$ cat config.mk
export PLATFORM = sky130hd
export DESIGN_NAME = mem_bridge_flat
export DESIGN_NICKNAME = d
export VERILOG_FILES = /design/src/rtl/mem_bridge_pkg.sv /design/src/rtl/mem_bridge_if.sv /design/src/rtl/mem_bridge_timer_core.sv /design/src/rtl/mem_bridge.sv /design/src/flat_wrapper.sv
export SDC_FILE = /design/constraint.sdc
export NUM_CORES = 1
export LEC_CHECK = 0
export ABC_AREA = 1
export CAP_MARGIN = 0
export CORE_ASPECT_RATIO = 1.75
export CORE_MARGIN = 3
export CORE_UTILIZATION = 49
export CTS_BUF_LIST = sky130_fd_sc_hd__clkbuf_4 sky130_fd_sc_hd__clkbuf_8 sky130_fd_sc_hd__clkbuf_16
export CTS_CLUSTER_SIZE = 30
export DETAILED_ROUTE_END_ITERATION = 8
export GPL_TIMING_DRIVEN = 0
export PLACE_DENSITY = 0.83
export SETUP_SLACK_MARGIN = 0.05
export SLEW_MARGIN = 20
export SYNTH_ARGS = -nofsm -noshare
export SYNTH_HDL_FRONTEND = slang
export SYNTH_HIERARCHICAL = 1
export SYNTH_SLANG_ARGS = --single-unit
$ cat constraint.sdc
create_clock -name clk -period 4.7 [get_ports clk]
set_clock_uncertainty 0.2 [all_clocks]
set_input_delay 0.94 -clock clk [delete_from_list [all_inputs] [get_ports clk]]
set_output_delay 0.94 -clock clk [all_outputs]
set_load 0.03 [all_outputs]
$ cat src/rtl/mem_bridge_pkg.sv
// Shared constants and types for the memory-stage bridge: region map,
// timer register offsets, timer FSM states and CTRL field layout.
package bridge_pkg;

  // Region map (byte addresses)
  localparam logic [31:0] DM_LIMIT   = 32'h0000_2FFF;
  localparam logic [31:0] TIMER_BASE = 32'h0000_7F00;
  localparam logic [31:0] IG_BASE    = 32'h0000_7F20;

  // Timer register byte offsets from TIMER_BASE
  localparam logic [3:0] CTRL_OFS   = 4'd0;
  localparam logic [3:0] PRESET_OFS = 4'd4;
  localparam logic [3:0] COUNT_OFS  = 4'd8;

  // Timer MODE encodings; 2'b1x falls back to one-shot behaviour
  localparam logic [1:0] ONESHOT  = 2'b00;
  localparam logic [1:0] AUTOLOAD = 2'b01;

  typedef enum logic [1:0] {
    IDLE = 2'd0,
    LOAD = 2'd1,
    CNT  = 2'd2,
    INT  = 2'd3
  } timer_state_e;

  // CTRL[3:0] = {IM, MODE[1:0], EN}
  typedef struct packed {
    logic       im;
    logic [1:0] mode;
    logic       en;
  } timer_ctrl_t;

endpackage

$ cat src/rtl/mem_bridge_if.sv
// M-stage side and data-memory side signals of the bridge, bundled so the
// pipeline (master) and the bridge (slave) see mirrored directions.
interface mem_bridge_if;

  // M-stage request
  logic [31:0] M_Addr;
  logic [3:0]  M_Byteen;
  logic [31:0] M_WData;
  logic        M_Load;
  logic        Req;
  logic        Interrupt;

  // Returned to the pipeline / CP0
  logic [31:0] M_RData;
  logic        BusErr;
  logic [5:0]  HWInt;

  // Data memory port
  logic [31:0] DM_Addr;
  logic [3:0]  DM_Byteen;
  logic [31:0] DM_WData;
  logic [31:0] DM_RData;

  modport slave (
    input  M_Addr, M_Byteen, M_WData, M_Load, Req, Interrupt, DM_RData,
    output M_RData, BusErr, HWInt, DM_Addr, DM_Byteen, DM_WData
  );

  modport master (
    output M_Addr, M_Byteen, M_WData, M_Load, Req, Interrupt, DM_RData,
    input  M_RData, BusErr, HWInt, DM_Addr, DM_Byteen, DM_WData
  );

endinterface

$ cat src/rtl/mem_bridge_timer_core.sv
// Countdown timer: CTRL/PRESET/COUNT registers, irq flag and the
// IDLE->LOAD->CNT->INT sequencer. Bus writes arrive already validated.
module timer_core
  import bridge_pkg::*;
(
  input  logic        clk,
  input  logic        reset,
  input  logic        i_we,
  input  logic [3:0]  i_ofs,
  input  logic [31:0] i_wdata,
  output logic [31:0] o_rdata,
  output logic        o_irq
);

  timer_state_e r_state, w_state_nxt;
  timer_ctrl_t  r_ctrl,  w_ctrl_nxt;
  logic [31:0]  r_preset, w_preset_nxt;
  logic [31:0]  r_count,  w_count_nxt;
  logic         r_irq_flag, w_irq_nxt;

  // Register all timer state; every register clears on reset.
  always_ff @(posedge clk or negedge reset) begin
    if (!reset) begin
      r_state    <= IDLE;
      r_ctrl     <= '0;
      r_preset   <= '0;
      r_count    <= '0;
      r_irq_flag <= 1'b0;
    end else begin
      // NOTE: non-blocking here so every register samples pre-edge values;
      // blocking would let later lines see already-updated state.
      r_state    <= w_state_nxt;
      r_ctrl     <= w_ctrl_nxt;
      r_preset   <= w_preset_nxt;
      r_count    <= w_count_nxt;
      r_irq_flag <= w_irq_nxt;
    end
  end

  // Next state and register updates: FSM first, bus write overrides last.
  always_comb begin
    // NOTE: every output gets a hold value first so no path leaves a
    // variable unassigned (which would infer a latch).
    w_state_nxt  = r_state;
    w_ctrl_nxt   = r_ctrl;
    w_preset_nxt = r_preset;
    w_count_nxt  = r_count;
    w_irq_nxt    = r_irq_flag;

    unique case (r_state)
      IDLE: begin
        if (r_ctrl.en) w_state_nxt = LOAD;
      end
      LOAD: begin
        w_count_nxt = r_preset;
        w_irq_nxt   = 1'b0;
        w_state_nxt = CNT;
      end
      CNT: begin
        if (!r_ctrl.en) begin
          w_state_nxt = IDLE;
        end else if (r_count > 32'd1) begin
          w_count_nxt = r_count - 32'd1;
        end else begin
          // PRESET of 0 lands here directly, so it expires like PRESET=1
          w_count_nxt = '0;
          w_irq_nxt   = 1'b1;
          w_state_nxt = INT;
        end
      end
      INT: begin
        if (r_ctrl.mode == AUTOLOAD) begin
          // flag is visible only for the INT cycle in auto-reload
          w_irq_nxt   = 1'b0;
          w_state_nxt = LOAD;
        end else begin
          // one-shot (and reserved 1x modes): disarm, keep the flag
          w_ctrl_nxt.en = 1'b0;
          w_state_nxt   = IDLE;
        end
      end
      default: w_state_nxt = IDLE;
    endcase

    // A CTRL write wins over the FSM's own EN clear and clears the flag.
    // PRESET writes only take effect at the next LOAD.
    if (i_we) begin
      if (i_ofs == CTRL_OFS) begin
        w_ctrl_nxt = timer_ctrl_t'(i_wdata[3:0]);
        w_irq_nxt  = 1'b0;
      end else if (i_ofs == PRESET_OFS) begin
        w_preset_nxt = i_wdata;
      end
    end
  end

  // Register read mux; CTRL is zero-extended.
  always_comb begin
    o_rdata = '0;
    unique case (i_ofs)
      CTRL_OFS:   o_rdata = {28'd0, r_ctrl};
      PRESET_OFS: o_rdata = r_preset;
      COUNT_OFS:  o_rdata = r_count;
      default:    o_rdata = '0;
    endcase
  end

  assign o_irq = r_irq_flag & r_ctrl.im;

endmodule

$ cat src/rtl/mem_bridge.sv
// Memory-stage bridge: decodes the M-stage address into data memory, the
// countdown timer and the interrupt generator, returns the load word and
// raises bus errors and hardware interrupt lines.
module mem_bridge
  import bridge_pkg::*;
(
  input logic         clk,
  input logic         reset,
  mem_bridge_if.slave bus
);

  logic        w_in_dm;
  logic        w_in_tm;
  logic        w_in_ig;
  logic        w_store;
  logic        w_access;
  logic        w_bus_err;
  logic        w_strobe;
  logic        w_int_rise;
  logic        w_timer_irq;
  logic [31:0] w_tm_rdata;
  logic [3:0]  w_tm_ofs;

  logic        r_int_q;
  logic        r_ig_pending;

  // Region decode; the fourth word of the timer block is unmapped.
  assign w_in_dm  = (bus.M_Addr <= DM_LIMIT);
  assign w_in_tm  = (bus.M_Addr[31:4] == TIMER_BASE[31:4]) &&
                    (bus.M_Addr[3:2] != 2'b11);
  assign w_in_ig  = (bus.M_Addr[31:2] == IG_BASE[31:2]);
  assign w_store  = |bus.M_Byteen;
  assign w_access = bus.M_Load | w_store;
  assign w_tm_ofs = {bus.M_Addr[3:2], 2'b00};

  // Unmapped access, store to read-only COUNT, or partial-word store to a
  // bridge register all fault and must not change any state.
  assign w_bus_err = (w_access & ~(w_in_dm | w_in_tm | w_in_ig)) |
                     (w_store & w_in_tm & (w_tm_ofs == COUNT_OFS)) |
                     (w_store & (w_in_tm | w_in_ig) & (bus.M_Byteen != 4'hF));

  assign w_strobe = w_store & ~bus.Req & ~w_bus_err;

  // Data memory sees the request unchanged except for region-gated enables.
  assign bus.DM_Addr   = bus.M_Addr;
  assign bus.DM_WData  = bus.M_WData;
  assign bus.DM_Byteen = w_in_dm ? bus.M_Byteen : 4'h0;

  timer_core u_timer (
    .clk     (clk),
    .reset   (reset),
    .i_we    (w_strobe & w_in_tm),
    .i_ofs   (w_tm_ofs),
    .i_wdata (bus.M_WData),
    .o_rdata (w_tm_rdata),
    .o_irq   (w_timer_irq)
  );

  assign w_int_rise = bus.Interrupt & ~r_int_q;

  // Interrupt generator: latch a rising edge; a valid store acknowledges,
  // but a coincident new edge keeps it pending.
  always_ff @(posedge clk or negedge reset) begin
    if (!reset) begin
      r_int_q      <= 1'b0;
      r_ig_pending <= 1'b0;
    end else begin
      r_int_q <= bus.Interrupt;
      if (w_int_rise) begin
        r_ig_pending <= 1'b1;
      end else if (w_strobe & w_in_ig) begin
        r_ig_pending <= 1'b0;
      end
    end
  end

  // Load-data mux by region; unmapped addresses read as zero.
  always_comb begin
    bus.M_RData = '0;
    if (w_in_dm) begin
      bus.M_RData = bus.DM_RData;
    end else if (w_in_tm) begin
      bus.M_RData = w_tm_rdata;
    end else if (w_in_ig) begin
      bus.M_RData = {31'd0, r_ig_pending};
    end
  end

  assign bus.BusErr = w_bus_err;
  assign bus.HWInt  = {4'd0, r_ig_pending, w_timer_irq};

endmodule
$ cat src/flat_wrapper.sv
// flat-port wrapper written by rule: the top's interface ports become plain ports
module mem_bridge_flat import bridge_pkg::*;
  (clk, reset, bus_M_Addr, bus_M_Byteen, bus_M_WData, bus_M_Load, bus_Req, bus_Interrupt, bus_DM_RData, bus_M_RData, bus_BusErr, bus_HWInt, bus_DM_Addr, bus_DM_Byteen, bus_DM_WData);
  mem_bridge_if bus_i ();
  input logic clk;
  input logic reset;
  input wire logic [$bits(bus_i.M_Addr)-1:0] bus_M_Addr;
  input wire logic [$bits(bus_i.M_Byteen)-1:0] bus_M_Byteen;
  input wire logic [$bits(bus_i.M_WData)-1:0] bus_M_WData;
  input wire logic [$bits(bus_i.M_Load)-1:0] bus_M_Load;
  input wire logic [$bits(bus_i.Req)-1:0] bus_Req;
  input wire logic [$bits(bus_i.Interrupt)-1:0] bus_Interrupt;
  input wire logic [$bits(bus_i.DM_RData)-1:0] bus_DM_RData;
  output wire logic [$bits(bus_i.M_RData)-1:0] bus_M_RData;
  output wire logic [$bits(bus_i.BusErr)-1:0] bus_BusErr;
  output wire logic [$bits(bus_i.HWInt)-1:0] bus_HWInt;
  output wire logic [$bits(bus_i.DM_Addr)-1:0] bus_DM_Addr;
  output wire logic [$bits(bus_i.DM_Byteen)-1:0] bus_DM_Byteen;
  output wire logic [$bits(bus_i.DM_WData)-1:0] bus_DM_WData;
  assign bus_i.M_Addr = bus_M_Addr;
  assign bus_i.M_Byteen = bus_M_Byteen;
  assign bus_i.M_WData = bus_M_WData;
  assign bus_i.M_Load = bus_M_Load;
  assign bus_i.Req = bus_Req;
  assign bus_i.Interrupt = bus_Interrupt;
  assign bus_i.DM_RData = bus_DM_RData;
  assign bus_M_RData = bus_i.M_RData;
  assign bus_BusErr = bus_i.BusErr;
  assign bus_HWInt = bus_i.HWInt;
  assign bus_DM_Addr = bus_i.DM_Addr;
  assign bus_DM_Byteen = bus_i.DM_Byteen;
  assign bus_DM_WData = bus_i.DM_WData;
  mem_bridge u_core (.clk(clk), .reset(reset), .bus(bus_i));
endmodule
==> reports/qor.txt <==
Number of global-route vias before repair - 6392
# setup viols final - 0
FF-to-FF setup slack - 2.43 ns
First-pass GRT wire length - 31900 µm
Share of layout cells above drive strength 1 - 0.119
Core area - 11600 µm²
Top cell type's share of synthesized area - 0.314
Switching power - 0.000434 W
Clock Pin Slew Worst Setup and Hold Paths - 0.06 ns
Inserted Clock Buffers - 9
Rel. slew slack - 0.606
Layout Cell Area excl Fill - 8380 µm²
DRC Markers - 0
Die height - 150 µm
Remaining antenna violation count - 0
Most common cell after layout, fill and taps aside - nand2_1
Crit. End Element - primary output
Fmax - 218 MHz
IO Port Bufs - 205
Drt via density - 5.24
Critical path class - in -> out
CTS tree - built
Area grow syn2layout - 44.0%
IO Pins - 212
Switching share of power - 0.264
CTS Hold Buffers Added - 0
Warnings from Yosys - 6
Top cells by area, synth - dfrtp_1 31%, nand2_1 17%, buf_4 9.3%, inv_1 7.4%, o21ai_0 6.2%
Sequential share of power - 0.383
Clock Power Share - 0.432
Die area - 13300 µm²
GPL Wtd Cong - 0.961
Worst path slowest cell - clkdlybuf4s50_1
Netlist Area Pre-Place - 5820 µm²
Max IR drop VDD - 0.181 mV
Post-DP Area - 8080 µm²
Setup Buffers After CTS - 0
Max-Cap Viols - 0
Rows - 52
Worst slew pin tran - 0.591 ns
Pwr/cell area - 196 nW/µm²
Antenna Cells - 0
First-pass iteration count of the detailed router - 5
Most used cell, CP - nand3_1
Final wirelength - 20900 µm
Cell taking the most area after synthesis - dfrtp_1
Layout fillers - 970
Power Internal - 0.00121 W
Number of synthesized register bits - 73
Multi-input logic area - 2880 µm²
Peak per-stage delay on the critical path - 0.67 ns
Clock sinks - 73
Commonest cells after routing, fill and taps aside - 262 x nand2_1, 200 x clkdlybuf4s50_1, 115 x inv_1
DR WL/cell - 16.7 µm
Final Util - 0.724
H-tree levels - 3
CP Data Arrival Time - 3.45 ns
Initial DRC count - 567
Crit path max fanout - 10
Initial antenna violation count - 0
Largest net degree at the start of global routing - 45
Seq/Total Area, Yosys - 0.314
GRT overflow - 0
Hold Path Class - reg -> reg
RSZ-0062 raised after global routing - false
Final Max Slew Viols - 0
Post-DP HPWL - 16600 µm
Mean Syn Cell Area - 6.53 µm²
Post-route minimum period - 4.59 ns
Comb power frac - 0.185
Post-Syn Instances - 891
Leakage power - 4.38 nW
Clk buf depth - 2
Setup crit start kind - input port
Sequential cell area - 1830 µm²
Critical Path, Cell by Cell - dlygate4sd2_1 > nand3_1 > clkbuf_2 > o211ai_1 > nand2_1 > nand3_1 > o21ai_2 > inv_1 > clkdlybuf4s50_1
Nets@finish - 1220
Later-pin clock latency in the skew report - 0.34 ns
CTS Root Cell - clkbuf_16
Worst path required time - 3.56 ns
Status - completed
Fin. Hold Viols - 0
Unique cell type count in the Yosys netlist - 38
Total GRT Usage - 0.315
Starting Density - 0.503
Fin Setup TNS - 0 ns
Die width - 88.4 µm
Final Cycle Share - 0.976
Vias - 6571
-- critical path: cells and delay by family --
family | cells | cell delay (ns)
buf+inv | 4 | 1.54
simple gates | 3 | 0.51
compound gates | 2 | 0.46
-- final timing paths --
kind | from | end | cells after the start
hold reg to reg | u_core/r_int_q | u_core/r_ig_pending | 3
setup / recovery | bus_M_Addr[3] | bus_M_RData[0] | 9
hold / removal | u_core/r_int_q | u_core/r_ig_pending | 3
max in group asynchronous | reset | u_core/u_timer/r_count[8] | 2
min in group asynchronous | reset | u_core/u_timer/r_preset[30] | 1
setup reg to reg | u_core/u_timer/r_count[0] | u_core/u_timer/r_count[25] | 14
-- power groups by stage --
stage / logic (W) / registers [W] / clock network, W
6_report: 0.000304 / 0.000629 / 0.000711
5_1_grt: 0.000321 / 0.000628 / 0.000741
4_1_cts: 0.000305 / 0.000629 / 0.000715
3_5_place_dp: 0.000304 / 0.000640 / 0
3_3_place_gp: 0.000299 / 0.000641 / 0
2_1_floorplan: 0.000131 / 0.000641 / 0
-- flip-flops by register name, indices dropped and copies added, names as in the netlist --
| register | count |
|---|---|
| u_core/u_timer/r_ctrl | 4 |
| u_core/u_timer/r_preset | 32 |
| u_core/r_ig_pending | 1 |
| u_core/u_timer/r_irq_flag | 1 |
| u_core/u_timer/r_state | 2 |
| u_core/u_timer/r_count | 32 |
| u_core/r_int_q | 1 |
-- cell families after synthesis --
logic type,synth area share
adder cells (fa/ha/maj),0.00430
buffers and inverters,0.196
other,0.000644
multiplexers,0.0348
AND/OR/NAND/NOR,0.319
XOR/XNOR,0.0226
flip-flops,0.314
AO/OA/AOI/OAI,0.109
-- area by class of cell --
class                      instances  share of cell area
multi-input combinational        605               0.343
timing repair buffer             206               0.246
sequential                        73               0.218
buffer                           101              0.0845
inverter                         117              0.0525
clock buffer                       9              0.0269
tap                              135              0.0201
clock inverter                     7             0.00940
-- stage by stage --
step / total power, W / instances / setup slack [ns] / hold WS (ns)
3_5_place_dp: 0.000945 / 1237 / -0.431 / 0.285
5_1_grt: 0.00169 / 1253 / 0.0658 / 0.310
4_1_cts: 0.00165 / 1253 / 0.0712 / 0.288
3_3_place_gp: 0.000940 / 1236 / -0.386 / 0.273
6_report: 0.00164 / 1253 / 0.111 / 0.286
2_1_floorplan: 0.000771 / 896 / 1.29 / 0.255
-- cells in the mapped netlist (all sizes together) --
master    n
buf      83
and2      1
xnor2     1
mux2     18
clkbuf   18
nor2    103
nand3    61
nand4     7
xor2     14
dfrtp    73
nor3      6
conb      1
inv     116
a31oi     1
clkinv    1
a21oi    14
nand2   265
o22ai    10
o211ai    3
ha        2
o21ai    93
-- per-layer routing --
metal,track usage,share of wire,up-vias
met2,0.568,0.52,309
met3,0.0444,0.058,58
li1,-,-,3178
met5,0,0,-
met1,0.353,0.37,3026
met4,0.151,0.048,0
-- timing repair --
action	CTS	global route
gates cloned	0	0
pin swaps	0	1
setup endpoints to repair	32	3
resized for setup	10	4
Power figures use the tool's default switching activity.
